===== config.mk =====
export PLATFORM = sky130hd
export DESIGN_NAME = pwm_ramp
export DESIGN_NICKNAME = d
export VERILOG_FILES = /design/src/rtl/pwm_pkg.sv /design/src/rtl/pwm_ramp_step.sv /design/src/rtl/pwm_ramp.sv
export SDC_FILE = /design/constraint.sdc
export NUM_CORES = 1
export LEC_CHECK = 0
export BUFFER_PORTS_ARGS = -buffer_cell sky130_fd_sc_hd__buf_2
export CAP_MARGIN = 40
export CORE_MARGIN = 2
export CORE_UTILIZATION = 65
export DETAILED_ROUTE_END_ITERATION = 16
export GPL_TIMING_DRIVEN = 0
export PLACE_DENSITY = 0.87
export SKIP_CTS_REPAIR_TIMING = 1
export SYNTH_ARGS = -nofsm -noshare
export SYNTH_HDL_FRONTEND = slang
export SYNTH_HIERARCHICAL = 1
export SYNTH_SLANG_ARGS = --single-unit

===== constraint.sdc =====
create_clock -name i_sysclk -period 14.7 [get_ports i_sysclk]
set_clock_uncertainty 0.15 [all_clocks]
set_input_delay 2.94 -clock i_sysclk [delete_from_list [all_inputs] [get_ports i_sysclk]]
set_output_delay 2.94 -clock i_sysclk [all_outputs]
set_load 0.005 [all_outputs]

===== src/rtl/pwm_pkg.sv =====
// Definitions shared between the PWM generator and the ramp sequencer that feeds it.
package pwm_pkg;

    localparam int unsigned DefaultCntW = 20;
    localparam int unsigned DwellW      = 8;

    typedef enum logic [1:0] {
        StIdle   = 2'd0,
        StRamp   = 2'd1,
        StSteady = 2'd2
    } ramp_state_e;

endpackage


===== src/rtl/pwm_ramp_step.sv =====
// Saturating one-step move of the high-pulse width towards the effective target.
module pwm_ramp_step
    import pwm_pkg::*;
#(
    parameter int unsigned CNT_W = DefaultCntW
) (
    input  logic [CNT_W-1:0] hpw_i,
    input  logic [CNT_W-1:0] target_i,
    input  logic [CNT_W:0]   step_i,
    output logic [CNT_W-1:0] next_hpw_o,
    output logic             at_target_o
);

    logic [CNT_W:0]          hpw_ext;
    logic [CNT_W:0]          tgt_ext;
    logic [CNT_W:0]          sum;
    logic signed [CNT_W+1:0] diff;

    always_comb begin
        hpw_ext     = {1'b0, hpw_i};
        tgt_ext     = {1'b0, target_i};
        sum         = hpw_ext + step_i;
        // One extra sign bit so a large step below zero compares as negative instead of wrapping.
        diff        = $signed({1'b0, hpw_ext}) - $signed({1'b0, step_i});
        at_target_o = (hpw_i == target_i);
        next_hpw_o  = hpw_i;
        if (hpw_i < target_i) begin
            next_hpw_o = (sum > tgt_ext) ? target_i : sum[CNT_W-1:0];
        end else if (hpw_i > target_i) begin
            next_hpw_o = (diff < $signed({1'b0, tgt_ext})) ? target_i : diff[CNT_W-1:0];
        end
    end

endmodule


===== src/rtl/pwm_ramp.sv =====
// Soft-start sequencer: walks the PWM high-pulse width to a target, one step per dwell of
// accepted periods, then stops presenting parameters.
module pwm_ramp
    import pwm_pkg::*;
#(
    parameter int unsigned CNT_W  = DefaultCntW,
    parameter int unsigned STEP_W = 8
) (
    input  logic              i_sysclk,
    input  logic              i_arst,
    input  logic              i_start,
    input  logic [CNT_W-1:0]  i_period,
    input  logic [CNT_W-1:0]  i_target_hpw,
    input  logic [STEP_W-1:0] i_step,
    input  logic [DwellW-1:0] i_dwell,
    input  logic              i_pa,
    output logic              o_pv,
    output logic [CNT_W-1:0]  o_period,
    output logic [CNT_W-1:0]  o_hpw,
    output logic              o_busy,
    output logic              o_done
);

    ramp_state_e       state_q, state_d;
    logic [CNT_W-1:0]  period_q, period_d;
    logic [CNT_W-1:0]  target_q, target_d;
    logic [CNT_W:0]    step_q, step_d;
    logic [DwellW-1:0] dwell_q, dwell_d;
    logic [DwellW-1:0] cnt_q, cnt_d;
    logic [CNT_W-1:0]  hpw_q, hpw_d;
    logic              done_q, done_d;

    logic [CNT_W-1:0]  tgt_eff;
    logic [CNT_W:0]    step_eff;
    logic [DwellW-1:0] dwell_eff;
    logic [CNT_W-1:0]  init_hpw;
    logic [DwellW:0]   cnt_inc;
    logic              dwell_hit;
    logic [CNT_W-1:0]  next_hpw;
    logic              at_target;

    // Effective parameters as they would be latched this cycle.
    always_comb begin
        tgt_eff = i_target_hpw;
        if (i_target_hpw == '0) begin
            tgt_eff = {{(CNT_W-1){1'b0}}, 1'b1};
        end else if (i_target_hpw > i_period) begin
            tgt_eff = i_period;
        end
        step_eff = {{(CNT_W+1-STEP_W){1'b0}}, i_step};
        if (i_step == '0) begin
            step_eff = {{CNT_W{1'b0}}, 1'b1};
        end
        dwell_eff = (i_dwell == '0) ? {{(DwellW-1){1'b0}}, 1'b1} : i_dwell;
        init_hpw  = (step_eff > {1'b0, tgt_eff}) ? tgt_eff : step_eff[CNT_W-1:0];
    end

    always_comb begin
        cnt_inc   = {1'b0, cnt_q} + {{DwellW{1'b0}}, 1'b1};
        dwell_hit = (cnt_inc >= {1'b0, dwell_q});
    end

    pwm_ramp_step #(
        .CNT_W (CNT_W)
    ) u_step (
        .hpw_i       (hpw_q),
        .target_i    (target_q),
        .step_i      (step_q),
        .next_hpw_o  (next_hpw),
        .at_target_o (at_target)
    );

    always_comb begin
        state_d  = state_q;
        period_d = period_q;
        target_d = target_q;
        step_d   = step_q;
        dwell_d  = dwell_q;
        cnt_d    = cnt_q;
        hpw_d    = hpw_q;
        done_d   = 1'b0;

        // A start in any state latches parameters and restarts the dwell; it also masks i_pa.
        if (i_start) begin
            period_d = i_period;
            target_d = tgt_eff;
            step_d   = step_eff;
            dwell_d  = dwell_eff;
            cnt_d    = '0;
            state_d  = StRamp;
        end

        case (state_q)
            StIdle: begin
                if (i_start) begin
                    hpw_d = init_hpw;
                end
            end
            StRamp: begin
                if (!i_start && i_pa) begin
                    if (dwell_hit) begin
                        cnt_d = '0;
                        if (at_target) begin
                            done_d  = 1'b1;
                            state_d = StSteady;
                        end else begin
                            hpw_d = next_hpw;
                        end
                    end else begin
                        cnt_d = cnt_inc[DwellW-1:0];
                    end
                end
            end
            StSteady: begin
            end
            default: begin
                state_d = StIdle;
            end
        endcase
    end

    always_ff @(posedge i_sysclk) begin
        if (i_arst) begin
            state_q  <= StIdle;
            period_q <= '0;
            target_q <= '0;
            step_q   <= '0;
            dwell_q  <= '0;
            cnt_q    <= '0;
            hpw_q    <= '0;
            done_q   <= 1'b0;
        end else begin
            state_q  <= state_d;
            period_q <= period_d;
            target_q <= target_d;
            step_q   <= step_d;
            dwell_q  <= dwell_d;
            cnt_q    <= cnt_d;
            hpw_q    <= hpw_d;
            done_q   <= done_d;
        end
    end

    always_comb begin
        o_pv     = (state_q == StRamp);
        o_busy   = (state_q == StRamp);
        o_period = period_q;
        o_hpw    = hpw_q;
        o_done   = done_q;
    end

endmodule


==> impl_table.tex <==
\begin{tabular}{lr}
\hline
Metric & Value \\
\hline
\multicolumn{2}{l}{\textbf{Detailed routing}} \\
Wire length per cell & 17.7 um \\
Via count normalized by instance count & around 6.3 \\
Met3 Wirelength & roughly 1600 um \\
Detailed Route Iter0 Violations & 851 \\
Final routed DRC violation total & 0 \\
Detailed-route wire length & roughly 26000 um \\
Number of search-and-repair iterations in the first detailed-routing pass & 6 \\
Sum of routed wire segments on met1 & roughly 11000 um \\
Wire length on met2 & between 10000 and 15000 um \\
Top Layer Used & met4 \\
Total number of vias & around 9100 \\
Post-DRT Antenna Nets & 0 \\
\multicolumn{2}{l}{\textbf{Synth}} \\
Syn avg cell area & roughly 8 um2 \\
Netlist Area Pre-Place & between 9000 and 10000 um2 \\
Count of warnings emitted by yosys & 6 \\
Number of synthesized register bits & between 80 and 90 \\
Share of the synthesized area in the top cell type & 0.193 \\
Post-synth cell types & a little under 80 \\
Top cells by area, synth & sky130\_fd\_sc\_hd\_\_dfxtp\_1 (19\%), sky130\_fd\_sc\_hd\_\_ha\_1 (19\%), sky130\_fd\_sc\_hd\_\_mux2i\_1 (9.1\%) \\
Number of flops mapped to enable cells by yosys & 0 \\
Post-synthesis cell count & around 1100 \\
Largest area contributor in the netlist & sky130\_fd\_sc\_hd\_\_dfxtp\_1 \\
Sequential cell area fraction in the yosys report & 0.193 \\
Asr flop ratio synth & 0 \\
Most used flip-flop cell after synthesis & sky130\_fd\_sc\_hd\_\_dfxtp\_1 \\
\multicolumn{2}{l}{\textbf{Placed design}} \\
HPWL reported at the end of detailed placement & between 20000 and 25000 um \\
Gp weighted congestion & between 0.9 and 1 \\
Cells after DPL & 1430 \\
Total of buffers placed on input and output ports & roughly 100 \\
Worst Setup Slack post-DPL & about 7 ns \\
\multicolumn{2}{l}{\textbf{Run status}} \\
Outcome & finished clean \\
\multicolumn{2}{l}{\textbf{Critical path}} \\
CP peak stage delay & approximately 0.50 ns \\
Worst R2R Start & o\_hpw[5] \\
Worst Path Required & around 15 ns \\
Depth of the most critical reg-to-reg path & 23 \\
Category of cells accounting for the largest share of critical-path delay & simple AND/OR/NAND/NOR gates \\
FF-to-FF End & o\_hpw[7] \\
WP buf/inv & 3 \\
Critical path capture point type & flip-flop \\
Minimum setup slack among reg-to-reg paths & 8.77 ns \\
Kind of start point of the critical path & primary input \\
Start point of the critical path & i\_period[15] \\
Crit-path cells & buf\_2 -> inv\_1 -> ha\_1 -> nand4\_1 -> nor4\_4 -> a21bo\_1 -> nand4\_4 -> nand2\_1 -> a21boi\_0 -> ha\_1 -> nand4\_1 -> nor2\_1 -> a211o\_1 -> a2111oi\_0 -> or4\_1 -> or2\_4 -> buf\_6 -> or3\_1 -> a311oi\_1 \\
Worst-path maximum fanout & 10 \\
Critical-path top delay cell & sky130\_fd\_sc\_hd\_\_or4\_1 \\
Crit path DAT & about 7.4 ns \\
CP Class & primary input to flip-flop \\
\multicolumn{2}{l}{\textbf{STA}} \\
Max Transition Viols Final & 0 \\
Final period demand of the worst path & 7.29 ns \\
Slew margin rel. & 0.460 \\
Slew of the pin with the lowest slew margin & 0.809 ns \\
Least setup slack across all paths after layout & 7.41 ns \\
Setup violation total in the final timing report & 0 \\
Final TNS setup & 0 ns \\
Achievable frequency & about 140 MHz \\
RSZ-0062 raised after global routing & no \\
Number of hold-slack violations in the final timing report & 0 \\
Final worst path period share & 0.496 \\
\multicolumn{2}{l}{\textbf{Cells and area}} \\
Count of inserted antenna diode cells & 0 \\
End-of-flow core utilization & 0.738 \\
Final nets & approximately 1500 \\
Proportion of layout cells with a drive suffix above 1 & 0.127 \\
Non-Filler Instances & 1445 \\
Area growth from synthesis to final layout & 12.5\% \\
\# fillers & around 1100 \\
\multicolumn{2}{l}{\textbf{Clocking}} \\
CTS sink cnt & 87 \\
Clk Latency, worst-skew pair & between 0.3 and 0.4 ns \\
Clock input transition at the sequential cells of the worst setup and hold paths & $\sim$0.06 ns \\
CTS Buf Count & 9 \\
Clock tree from TritonCTS & yes \\
Maximum count of clock buffers along a single path & 2 \\
Maximum level of the CTS H-tree & 3 \\
Clock root buffer & sky130\_fd\_sc\_hd\_\_clkbuf\_16 \\
\multicolumn{2}{l}{\textbf{Pwr}} \\
Portion of total power attributed to combinational logic & 0.408 \\
Clock network fraction of design power & 0.281 \\
Maximum vdd ir drop & about 0.067 mV \\
Switching power as a share of total power & 0.368 \\
Lkg Pwr & 4.80 nW \\
Power per unit of standard cell area & 85.0 nW/um2 \\
Internal Power & about 0.00054 W \\
Switching power of the nets & 0.000317 W \\
Sequential cell fraction of total power & 0.311 \\
\multicolumn{2}{l}{\textbf{Floorplanning}} \\
Core Area & 13700 um2 \\
Die Outline Area & approximately 15000 um2 \\
Top-level I/O count & 103 \\
Die boundary width & 122 um \\
Effective utilization at floorplan & 0.656 \\
Number of placement rows & 43 \\
Height of the die & about 120 um \\
\multicolumn{2}{l}{\textbf{GRT}} \\
Number of global-route vias before repair & approximately 8600 \\
First-pass GRT wire length & around 41000 um \\
Remaining Overflow, GRT & 0 \\
Antenna violations before repair & 0 \\
Total routing usage reported by global routing & 0.347 \\
Maximum number of pins on one net before global-route repair & 14 \\
\multicolumn{2}{l}{\textbf{Min path}} \\
Number of cells on the worst hold path & 2 \\
Hold Crit Endpoint & o\_period[6] \\
Kind of path behind the tightest hold check & flip-flop to flip-flop \\
Beginning of the worst hold path & o\_period[6] \\
\multicolumn{2}{l}{\textbf{Flow run}} \\
Number of violations of the max-capacitance limit & 0 \\
\hline
\end{tabular}
## metal layers
metal / track usage / up-vias
met2: 0.588 / 448
met3: 0.0454 / 77
met4: 0.138 / 0
met5: 0 / -
li1: - / 4323
met1: 0.449 / 4293
## synthesized netlist by cell type, drive strengths merged (12+ instances only)
| master | count |
|---|---|
| o21ai | 24 |
| xnor2 | 27 |
| clkbuf | 38 |
| dfxtp | 87 |
| ha | 136 |
| a21oi | 75 |
| nand4 | 25 |
| inv | 92 |
| o211ai | 14 |
| mux2i | 82 |
| buf | 27 |
| a21o | 27 |
| o21a | 12 |
| nor2 | 114 |
| a211oi | 14 |
| nand3 | 48 |
| nand2 | 69 |
| nor3 | 22 |
## cells in the final DEF, fill, tap and decap left out, drive strengths merged, types with 9 or more instances in the layout
| cell type | instances |
|---|---|
| a211oi | 14 |
| o221ai | 11 |
| a21o | 27 |
| o21ai | 24 |
| a2bb2oi | 11 |
| nor4 | 10 |
| xnor2 | 27 |
| dfxtp | 87 |
| conb | 25 |
| o211ai | 14 |
| nand3 | 48 |
| mux2i | 82 |
| clkbuf | 50 |
| xor2 | 10 |
| a21oi | 75 |
| mux2 | 9 |
| nor3 | 22 |
| a211o | 9 |
| buf | 128 |
| nand2 | 69 |
| o21a | 12 |
| inv | 92 |
| nand4 | 25 |
| a31oi | 10 |
| nor2 | 114 |
| or2 | 9 |
| nand2b | 11 |
| ha | 136 |
## registers in the layout, summed over array words and instances, names as in the netlist
name / flops
dwell_q: 8
cnt_q: 8
o_hpw: 20
state_q: 2
step_q: 8
o_period: 20
target_q: 20
o_done: 1
## worst max-delay path by stage
stage / depth (start not counted) / end / slack (ns)
2_1_floorplan: 18 / o_hpw[4] / 7.92
3_3_place_gp: 19 / o_hpw[0] / 7.23
3_5_place_dp: 19 / o_hpw[0] / 7.16
4_1_cts: 19 / o_hpw[0] / 7.45
5_1_grt: 19 / o_hpw[0] / 7.14
6_report: 19 / o_hpw[0] / 7.41
## cells by family (layout without fill, tap and decap cells)
| family | after synthesis | count (layout) | synth area share |
|---|---|---|---|
| AND/OR/NAND/NOR | 343 | 343 | 0.187 |
| AO/OA/AOI/OAI | 271 | 271 | 0.216 |
| buffers and inverters | 157 | 273 | 0.0713 |
| adder cells (fa/ha/maj) | 138 | 138 | 0.193 |
| multiplexers | 91 | 91 | 0.103 |
| flip-flops | 87 | 87 | 0.193 |
| XOR/XNOR | 37 | 37 | 0.0360 |
| other | 1 | 25 | 0.000416 |
## power by group through the flow
stage	Combinational (W)	Clock, W	Sequential [W]
3_5_place_dp	0.000339	0	0.000272
3_3_place_gp	0.000328	0	0.000271
5_1_grt	0.000389	0.000251	0.000270
2_1_floorplan	0.000250	0	0.000266
6_report	0.000351	0.000242	0.000268
4_1_cts	0.000342	0.000242	0.000267
## stage by stage
| stage | hold slack [ns] | power [W] | cell area [um2] |
|---|---|---|---|
| final | 0.343 | 0.000861 | 10100 |
| after global routing | 0.370 | 0.000909 | 10100 |
| after CTS | 0.340 | 0.000851 | 10100 |
| after detailed placement | 0.324 | 0.000611 | 9820 |
| after global placement | 0.320 | 0.000599 | 9820 |
| after floorplan | 0.310 | 0.000517 | 9090 |
## cell type report
type	instances	area, um2	share of cell area
Buffer	65	297	0.0293
Clock buffer	12	236	0.0233
Clock inverter	3	68.8	0.00679
Inverter	92	345	0.0341
Multi-Input combinational cell	905	6710	0.662
Sequential cell	87	1740	0.172
Tap cell	180	225	0.0222
Timing Repair Buffer	101	505	0.0499
## worst min-delay path, stage by stage (launching register included)
cell and delay [ns]:
sky130_fd_sc_hd__dfxtp_1 0.32, sky130_fd_sc_hd__mux2i_1 0.06, sky130_fd_sc_hd__nor2_1 0.07
No activity file was read; power rests on OpenSTA's default activity.
